===== src/rtl/calc_pkg.sv =====
// Shared types and constants for the calculator display path: FSM states,
// special segment patterns and the BCD-digit to 7-segment encoder.
package calc_pkg;

    typedef enum logic [1:0] {
        IDLE,
        CONVERT,
        SHOW
    } disp_state_t;

    // Segment order {g,f,e,d,c,b,a}, active-low (common-anode display).
    localparam logic [6:0] SEG_BLANK = 7'h7F;
    localparam logic [6:0] SEG_DASH  = 7'b0111111;

    // Largest value representable on n_dig decimal digits (9999 for 4).
    function automatic int max_shown(input int n_dig);
        int v;
        v = 1;
        for (int i = 0; i < n_dig; i++) v = v * 10;
        return v - 1;
    endfunction

    function automatic logic [6:0] bcd_to_seg(input logic [3:0] d);
        logic [6:0] s;
        case (d)
            4'd0:    s = 7'b1000000;
            4'd1:    s = 7'b1111001;
            4'd2:    s = 7'b0100100;
            4'd3:    s = 7'b0110000;
            4'd4:    s = 7'b0011001;
            4'd5:    s = 7'b0010010;
            4'd6:    s = 7'b0000010;
            4'd7:    s = 7'b1111000;
            4'd8:    s = 7'b0000000;
            4'd9:    s = 7'b0010000;
            default: s = SEG_BLANK;
        endcase
        return s;
    endfunction

endpackage


===== src/rtl/display_resultado_if.sv =====
// Load-side handshake between the ALU result register and the display block.
interface display_resultado_if #(
    parameter int W_IN = 14
);
    logic [W_IN-1:0] result;
    logic            load_valid;
    logic            busy;
    logic            done;
    logic            ovf;

    modport master (
        output result, load_valid,
        input  busy, done, ovf
    );

    modport slave (
        input  result, load_valid,
        output busy, done, ovf
    );
endinterface


===== src/rtl/display_resultado_bin2bcd.sv =====
// Sequential double-dabble: one add-3/shift step per clock, W_IN steps per
// conversion; the digits and overflow flag are committed on the last step.
module bin2bcd_seq
    import calc_pkg::*;
#(
    parameter int W_IN  = 14,
    parameter int N_DIG = 4
) (
    input  logic                clk,
    input  logic                rst,
    input  logic                start,
    input  logic [W_IN-1:0]     bin,
    output logic                busy,
    output logic                done,
    output logic [4*N_DIG-1:0]  bcd,
    output logic                ovf
);

    localparam int BCD_W = 4 * N_DIG;
    localparam int SR_W  = BCD_W + W_IN;
    localparam int CW    = (W_IN > 1) ? $clog2(W_IN) : 1;
    localparam logic [CW-1:0] LAST = CW'(W_IN - 1);
    localparam int MAXV  = max_shown(N_DIG);

    logic [SR_W-1:0] sr;
    logic [SR_W-1:0] sr_adj;
    logic [SR_W-1:0] sr_next;
    logic [CW-1:0]   cnt;
    logic            big;

    // NOTE: every variable written here gets its default first, so no latch
    // is inferred when the per-nibble condition is false.
    always_comb begin
        sr_adj = sr;
        for (int i = 0; i < N_DIG; i++) begin
            if (sr_adj[W_IN + 4*i +: 4] >= 4'd5)
                sr_adj[W_IN + 4*i +: 4] = sr_adj[W_IN + 4*i +: 4] + 4'd3;
        end
        sr_next = {sr_adj[SR_W-2:0], 1'b0};
    end

    // NOTE: state is updated with non-blocking assignments so every register
    // samples pre-edge values, independent of statement order.
    always_ff @(posedge clk or negedge rst) begin
        if (!rst) begin
            sr   <= '0;
            cnt  <= '0;
            busy <= 1'b0;
            done <= 1'b0;
            bcd  <= '0;
            ovf  <= 1'b0;
            big  <= 1'b0;
        end else begin
            done <= 1'b0;
            if (busy) begin
                sr  <= sr_next;
                cnt <= cnt + 1'b1;
                if (cnt == LAST) begin
                    busy <= 1'b0;
                    done <= 1'b1;
                    bcd  <= sr_next[SR_W-1 -: BCD_W];
                    ovf  <= big;
                end
            end else if (start) begin
                sr   <= {{BCD_W{1'b0}}, bin};
                cnt  <= '0;
                busy <= 1'b1;
                // The shift register only holds N_DIG digits, so a fifth digit
                // is detected from the binary input instead.
                big  <= (32'(bin) > 32'(MAXV));
            end
        end
    end

endmodule


===== src/rtl/display_resultado.sv =====
// Result display: converts the loaded binary value to BCD and scans it onto a
// multiplexed common-anode 7-segment display with leading-zero blanking.
module display_resultado
    import calc_pkg::*;
#(
    parameter int W_IN        = 14,
    parameter int N_DIG       = 4,
    parameter int REFRESH_DIV = 27000
) (
    input  logic               clk,
    input  logic               rst,
    display_resultado_if.slave bus,
    output logic [6:0]         seg,
    output logic [N_DIG-1:0]   an
);

    localparam int RW = (REFRESH_DIV > 1) ? $clog2(REFRESH_DIV) : 1;
    localparam int IW = (N_DIG > 1) ? $clog2(N_DIG) : 1;
    localparam logic [RW-1:0] R_LAST = RW'(REFRESH_DIV - 1);
    localparam logic [IW-1:0] I_LAST = IW'(N_DIG - 1);

    disp_state_t state, state_nxt;

    logic               conv_start;
    logic               conv_busy;
    logic               conv_done;
    logic               conv_ovf;
    logic [4*N_DIG-1:0] digits;
    logic               shown;

    logic [RW-1:0]      refresh;
    logic [IW-1:0]      idx;
    logic [IW-1:0]      msd;
    logic [3:0]         nib;
    logic [6:0]         seg_d;
    logic [N_DIG-1:0]   an_d;

    // A strobe during a conversion is dropped, never queued.
    assign conv_start = bus.load_valid && (state != CONVERT);

    bin2bcd_seq #(
        .W_IN  (W_IN),
        .N_DIG (N_DIG)
    ) u_bin2bcd (
        .clk   (clk),
        .rst   (rst),
        .start (conv_start),
        .bin   (bus.result),
        .busy  (conv_busy),
        .done  (conv_done),
        .bcd   (digits),
        .ovf   (conv_ovf)
    );

    assign bus.busy = conv_busy;
    assign bus.done = conv_done;
    assign bus.ovf  = conv_ovf;

    always_ff @(posedge clk or negedge rst) begin
        if (!rst) state <= IDLE;
        else      state <= state_nxt;
    end

    always_comb begin
        state_nxt = state;
        case (state)
            IDLE:    if (bus.load_valid) state_nxt = CONVERT;
            CONVERT: if (conv_done)      state_nxt = SHOW;
            SHOW:    if (bus.load_valid) state_nxt = CONVERT;
            default:                     state_nxt = IDLE;
        endcase
    end

    // Keeps the display dark during the very first conversion after reset.
    always_ff @(posedge clk or negedge rst) begin
        if (!rst)           shown <= 1'b0;
        else if (conv_done) shown <= 1'b1;
    end

    always_ff @(posedge clk or negedge rst) begin
        if (!rst) begin
            refresh <= '0;
            idx     <= '0;
        end else if (refresh == R_LAST) begin
            refresh <= '0;
            idx     <= (idx == I_LAST) ? '0 : idx + 1'b1;
        end else begin
            refresh <= refresh + 1'b1;
        end
    end

    always_comb begin
        msd = '0;
        for (int i = 1; i < N_DIG; i++) begin
            if (digits[4*i +: 4] != 4'd0) msd = IW'(i);
        end
        nib   = digits[4*int'(idx) +: 4];
        an_d  = '1;
        seg_d = SEG_BLANK;
        if ((state != IDLE) && shown) begin
            an_d[idx] = 1'b0;
            if (conv_ovf)       seg_d = SEG_DASH;
            else if (idx > msd) seg_d = SEG_BLANK;
            else                seg_d = bcd_to_seg(nib);
        end
    end

    always_ff @(posedge clk or negedge rst) begin
        if (!rst) begin
            seg <= SEG_BLANK;
            an  <= '1;
        end else begin
            seg <= seg_d;
            an  <= an_d;
        end
    end

endmodule

===== src/flat_wrapper.sv =====
// flat-port wrapper written by rule: the top's interface ports become plain ports
module display_resultado_flat import calc_pkg::*;
#(
    parameter int W_IN        = 14,
    parameter int N_DIG       = 4,
    parameter int REFRESH_DIV = 27000
)
  (clk, rst, seg, an, bus_result, bus_load_valid, bus_busy, bus_done, bus_ovf);
  display_resultado_if #(.W_IN(W_IN)) bus_i ();
  input  logic clk;
  input  logic rst;
  output logic [6:0] seg;
  output logic [N_DIG-1:0] an;
  input wire logic [$bits(bus_i.result)-1:0] bus_result;
  input wire logic [$bits(bus_i.load_valid)-1:0] bus_load_valid;
  output wire logic [$bits(bus_i.busy)-1:0] bus_busy;
  output wire logic [$bits(bus_i.done)-1:0] bus_done;
  output wire logic [$bits(bus_i.ovf)-1:0] bus_ovf;
  assign bus_i.result = bus_result;
  assign bus_i.load_valid = bus_load_valid;
  assign bus_busy = bus_i.busy;
  assign bus_done = bus_i.done;
  assign bus_ovf = bus_i.ovf;
  display_resultado #(.W_IN(W_IN), .N_DIG(N_DIG), .REFRESH_DIV(REFRESH_DIV)) u_core (.clk(clk), .rst(rst), .bus(bus_i), .seg(seg), .an(an));
endmodule

===== config.mk =====
export PLATFORM = sky130hd
export DESIGN_NAME = display_resultado_flat
export DESIGN_NICKNAME = d
export VERILOG_FILES = /design/src/rtl/calc_pkg.sv /design/src/rtl/display_resultado_if.sv /design/src/rtl/display_resultado_bin2bcd.sv /design/src/rtl/display_resultado.sv /design/src/flat_wrapper.sv
export SDC_FILE = /design/constraint.sdc
export NUM_CORES = 1
export LEC_CHECK = 0
export ABC_AREA = 1
export BUFFER_PORTS_ARGS = -buffer_cell sky130_fd_sc_hd__buf_2
export CAP_MARGIN = 40
export CORE_ASPECT_RATIO = 0.8
export CORE_MARGIN = 1
export CORE_UTILIZATION = 55
export CTS_CLUSTER_DIAMETER = 150
export DETAILED_ROUTE_END_ITERATION = 16
export PLACE_DENSITY_LB_ADDON = 0.25
export SLEW_MARGIN = 0
export SYNTH_ARGS = -nofsm -noshare
export SYNTH_HDL_FRONTEND = slang
export SYNTH_SLANG_ARGS = --single-unit

===== constraint.sdc =====
create_clock -name clk -period 5 [get_ports clk]
set_clock_uncertainty 0.05 [all_clocks]
set_input_delay 0.75 -clock clk [delete_from_list [all_inputs] [get_ports clk]]
set_output_delay 0.75 -clock clk [all_outputs]
set_load 0.1 [all_outputs]

==> results.md <==
* Finished Layout Cells at just over 600
* Total CTS buffers at 9
* Hold Vio Cnt, Final at 0
* Reg area at 2140 um^2
* CP Launch Type: flop
* Initial Util at 0.573
* Chip height at 80.7 um
* Multi-input gate area at around 1800 um^2
* Post-DP HPWL at ~6000 um
* # fillers at between 600 and 700
* CTS clk-pin slew, worst paths at 0.08 ns
* Max FO, Critical Path at 8
* Share of layout cells above drive strength 1 at 0.166
* Setup TNS at 0 ns
* Via count at between 3000 and 4000
* CTS HTree Levels at 3
* Largest net degree at the start of global routing at 47
* Critical Path RT at roughly 4.2 ns
* Number of DRC markers in iteration 0 at a little under 200
* RR Endpoint: u_core.seg[0]
* CP top delay family: flip-flops
* Number of global-route vias before repair at around 3000
* Final setup fails at 0
* CP arrival at 1.34 ns
* Antenna Cells at 0
* Die span in x at 100 um
* Critical Path Sink: bus_busy
* Post-DR wirelength/cell at between 10 and 15 um
* Final wirelength at between 8000 and 9000 um
* Initial antenna violation count at 0
* PD cells at 617 nW/um^2
* Final slew viol count at 0
* Via density at 5.19
* Total GRT Usage at 0.226
* Sequential share of the synthesized area at 0.503
* ANT nets after route at 0
* Congestion Overflow GR at 0
* Maxcap violations at 0
* Slowest stage delay, CP at 0.49 ns
* Kind of critical path: flop to primary output
* Post-route DRC at 0
* Final net count at about 550
* Slew HR at 0.598
* Worst Hold Class: input pin to asynchronous set/reset pin
* Core region area at around 7400 um^2
* FFs w/ async S/R, synth at 1.00
* Placed Cells at between 600 and 700
* Post-CTS resize count at 0
* Pleak at approximately 0.0023 uW
* Deepest clock path buffer count at 2
* Outcome: finished, final reports clean
* Syn Inst Count at 481
* IO Count at 31
* PortBufs at 30
* Root Driver: clkbuf_8
* Main synth FF type: dfrtp_1
* Max Fclk at 468 MHz
* RSZ-0062 raised after global routing: no
* FP Rows at 28
* FF-to-FF Start: u_core.u_bin2bcd.bcd[12]
* Hold_buf cts at 0
* Total die area at between 8000 and 9000 um^2
* Worst Setup End Kind: primary output
* Origin of the worst setup path: u_core.u_bin2bcd.busy
* Crit path depth at 1
* Share of the clock period used by the worst path at 0.428
* CTS tree: yes
* Fin crit period at about 2.1 ns
* Mean Syn Cell Area at around 9 um^2
* Post-synth EDFFs at 0
* DR pass1 iterations at 4
* Post-CTS Setup Repair Bufs at 0
* Synthesis-to-layout area growth at 11.9%
* Worst-path cell chain: buf_2
* Yosys cell types at 36
* Worst Max-Slew Pin Slew at around 0.60 ns
* Crit-path slowest cell: dfrtp_1
* Number of synthesized register bits at 85
* Worst-Skew Late Latency at ~0.35 ns
* Yosys warns at 0
* CTS Sinks at 85
* Cell Area, Synth at around 4300 um^2
* Crit path buf inv count at 1
* Worst reg-to-reg path cell count at 8
* Peak supply drop at approximately 340 uV
* R2R Setup Slk at 3.00 ns
* Post-synth net total at 520
* First-pass GRT wire length at 14000 um
* RePlAce Congestion at 0.836
[cell type report]
class                   instances  share of cell area
well taps                     105              0.0276
flip-flops and latches         85               0.450
clock inverters                 5              0.0223
inverters                      70              0.0554
multi-input cells             315               0.373
clock buffers                  11              0.0297
repair buffers                 32              0.0420
[per-layer routing]
metal	routed length, um	share of wire	GRT usage	up-vias
li1	-	-	-	1641
met1	4220	0.51	0.336	1509
met2	3520	0.43	0.327	84
met3	458	0.056	0.0661	2
met4	25	0.0030	0.0435	0
met5	0	0	0	-
[synth_stat cells, types with 3 or more instances]
cell type  number  area (um^2)
inv_1          63          236
xor2_1         12          105
ha_1           22          275
nor3_1         12         60.1
o221ai_1        9         78.8
o211ai_1        4         30.0
o21ai_0        36          180
nor2_2          6         37.5
a21oi_1        13         65.1
o21ai_1         6         30.0
nand3_2         3         30.0
nor2_1         26         97.6
nand4_1         6         37.5
dfrtp_1        74         1850
buf_2           6         30.0
inv_2           6         22.5
nand2_2         4         25.0
nand2_1       110          413
dfstp_2        11          289
o22ai_1        18          113
nand3_1        13         65.1
[cell families (layout without fill, tap and decap cells)]
| group | after synthesis | after routing | synth area share |
|---|---|---|---|
| adder cells (fa/ha/maj) | 22 | 22 | 0.0647 |
| XOR/XNOR | 12 | 12 | 0.0247 |
| AO/OA/AOI/OAI | 91 | 91 | 0.128 |
| buffers and inverters | 81 | 118 | 0.0788 |
| AND/OR/NAND/NOR | 190 | 190 | 0.201 |
| flip-flops | 85 | 85 | 0.503 |
[placed cells by master (no fill, tap or decap), types with 12 or more instances in the layout]
cell     Yosys  final
nand3_1     13     13
ha_1        22     22
inv_1       63     63
a21oi_1     13     13
xor2_1      12     12
nor2_1      26     26
buf_2        6     29
nand2_1    110    110
dfrtp_1     74     74
o21ai_0     36     36
o22ai_1     18     18
nor3_1      12     12
[state kept, by name, indices dropped and copies added (netlist names)]
name / count
u_core.refresh: 15
u_core.u_bin2bcd.cnt: 4
u_core.u_bin2bcd.done: 1
u_core.u_bin2bcd.big: 1
u_core.an: 4
u_core.shown: 1
u_core.seg: 7
u_core.idx: 2
u_core.u_bin2bcd.bcd: 16
u_core.u_bin2bcd.busy: 1
u_core.state: 2
u_core.u_bin2bcd.ovf: 1
u_core.u_bin2bcd.sr: 30
[metrics by stage]
step | util | total power [uW] | hold WS (ns) | instance area [um^2] | setup slack [ns]
after floorplan | - | 2090 | 0.374 | 4250 | 3.11
after global placement | 0.601 | 2280 | 0.389 | 4470 | 2.73
after detailed placement | 0.608 | 2360 | 0.398 | 4510 | 3.00
after CTS | 0.641 | 2960 | 0.316 | 4760 | 2.86
after global routing | 0.641 | 3170 | 0.328 | 4760 | 2.75
final | 0.641 | 2940 | 0.305 | 4760 | 2.86
[power breakdown]
part	switching (uW)	internal, uW	leakage [uW]	total, uW
clock network	242	347	0.000120	589
logic	892	374	0.00113	1270
registers	150	936	0.00105	1090
total	1280	1660	0.00230	2940
[worst min path at each step]
stage          slack [ns]         start  cells after the start           endpoint
2_1_floorplan        0.37  u_core.shown                      2       u_core.shown
5_1_grt              0.33           rst                      1  u_core.refresh[4]
3_3_place_gp         0.39  u_core.shown                      2       u_core.shown
6_report             0.31           rst                      1  u_core.refresh[4]
4_1_cts              0.32           rst                      1  u_core.refresh[7]
3_5_place_dp         0.40  u_core.shown                      2       u_core.shown
Note: power is estimated with default switching activity, not from simulation.
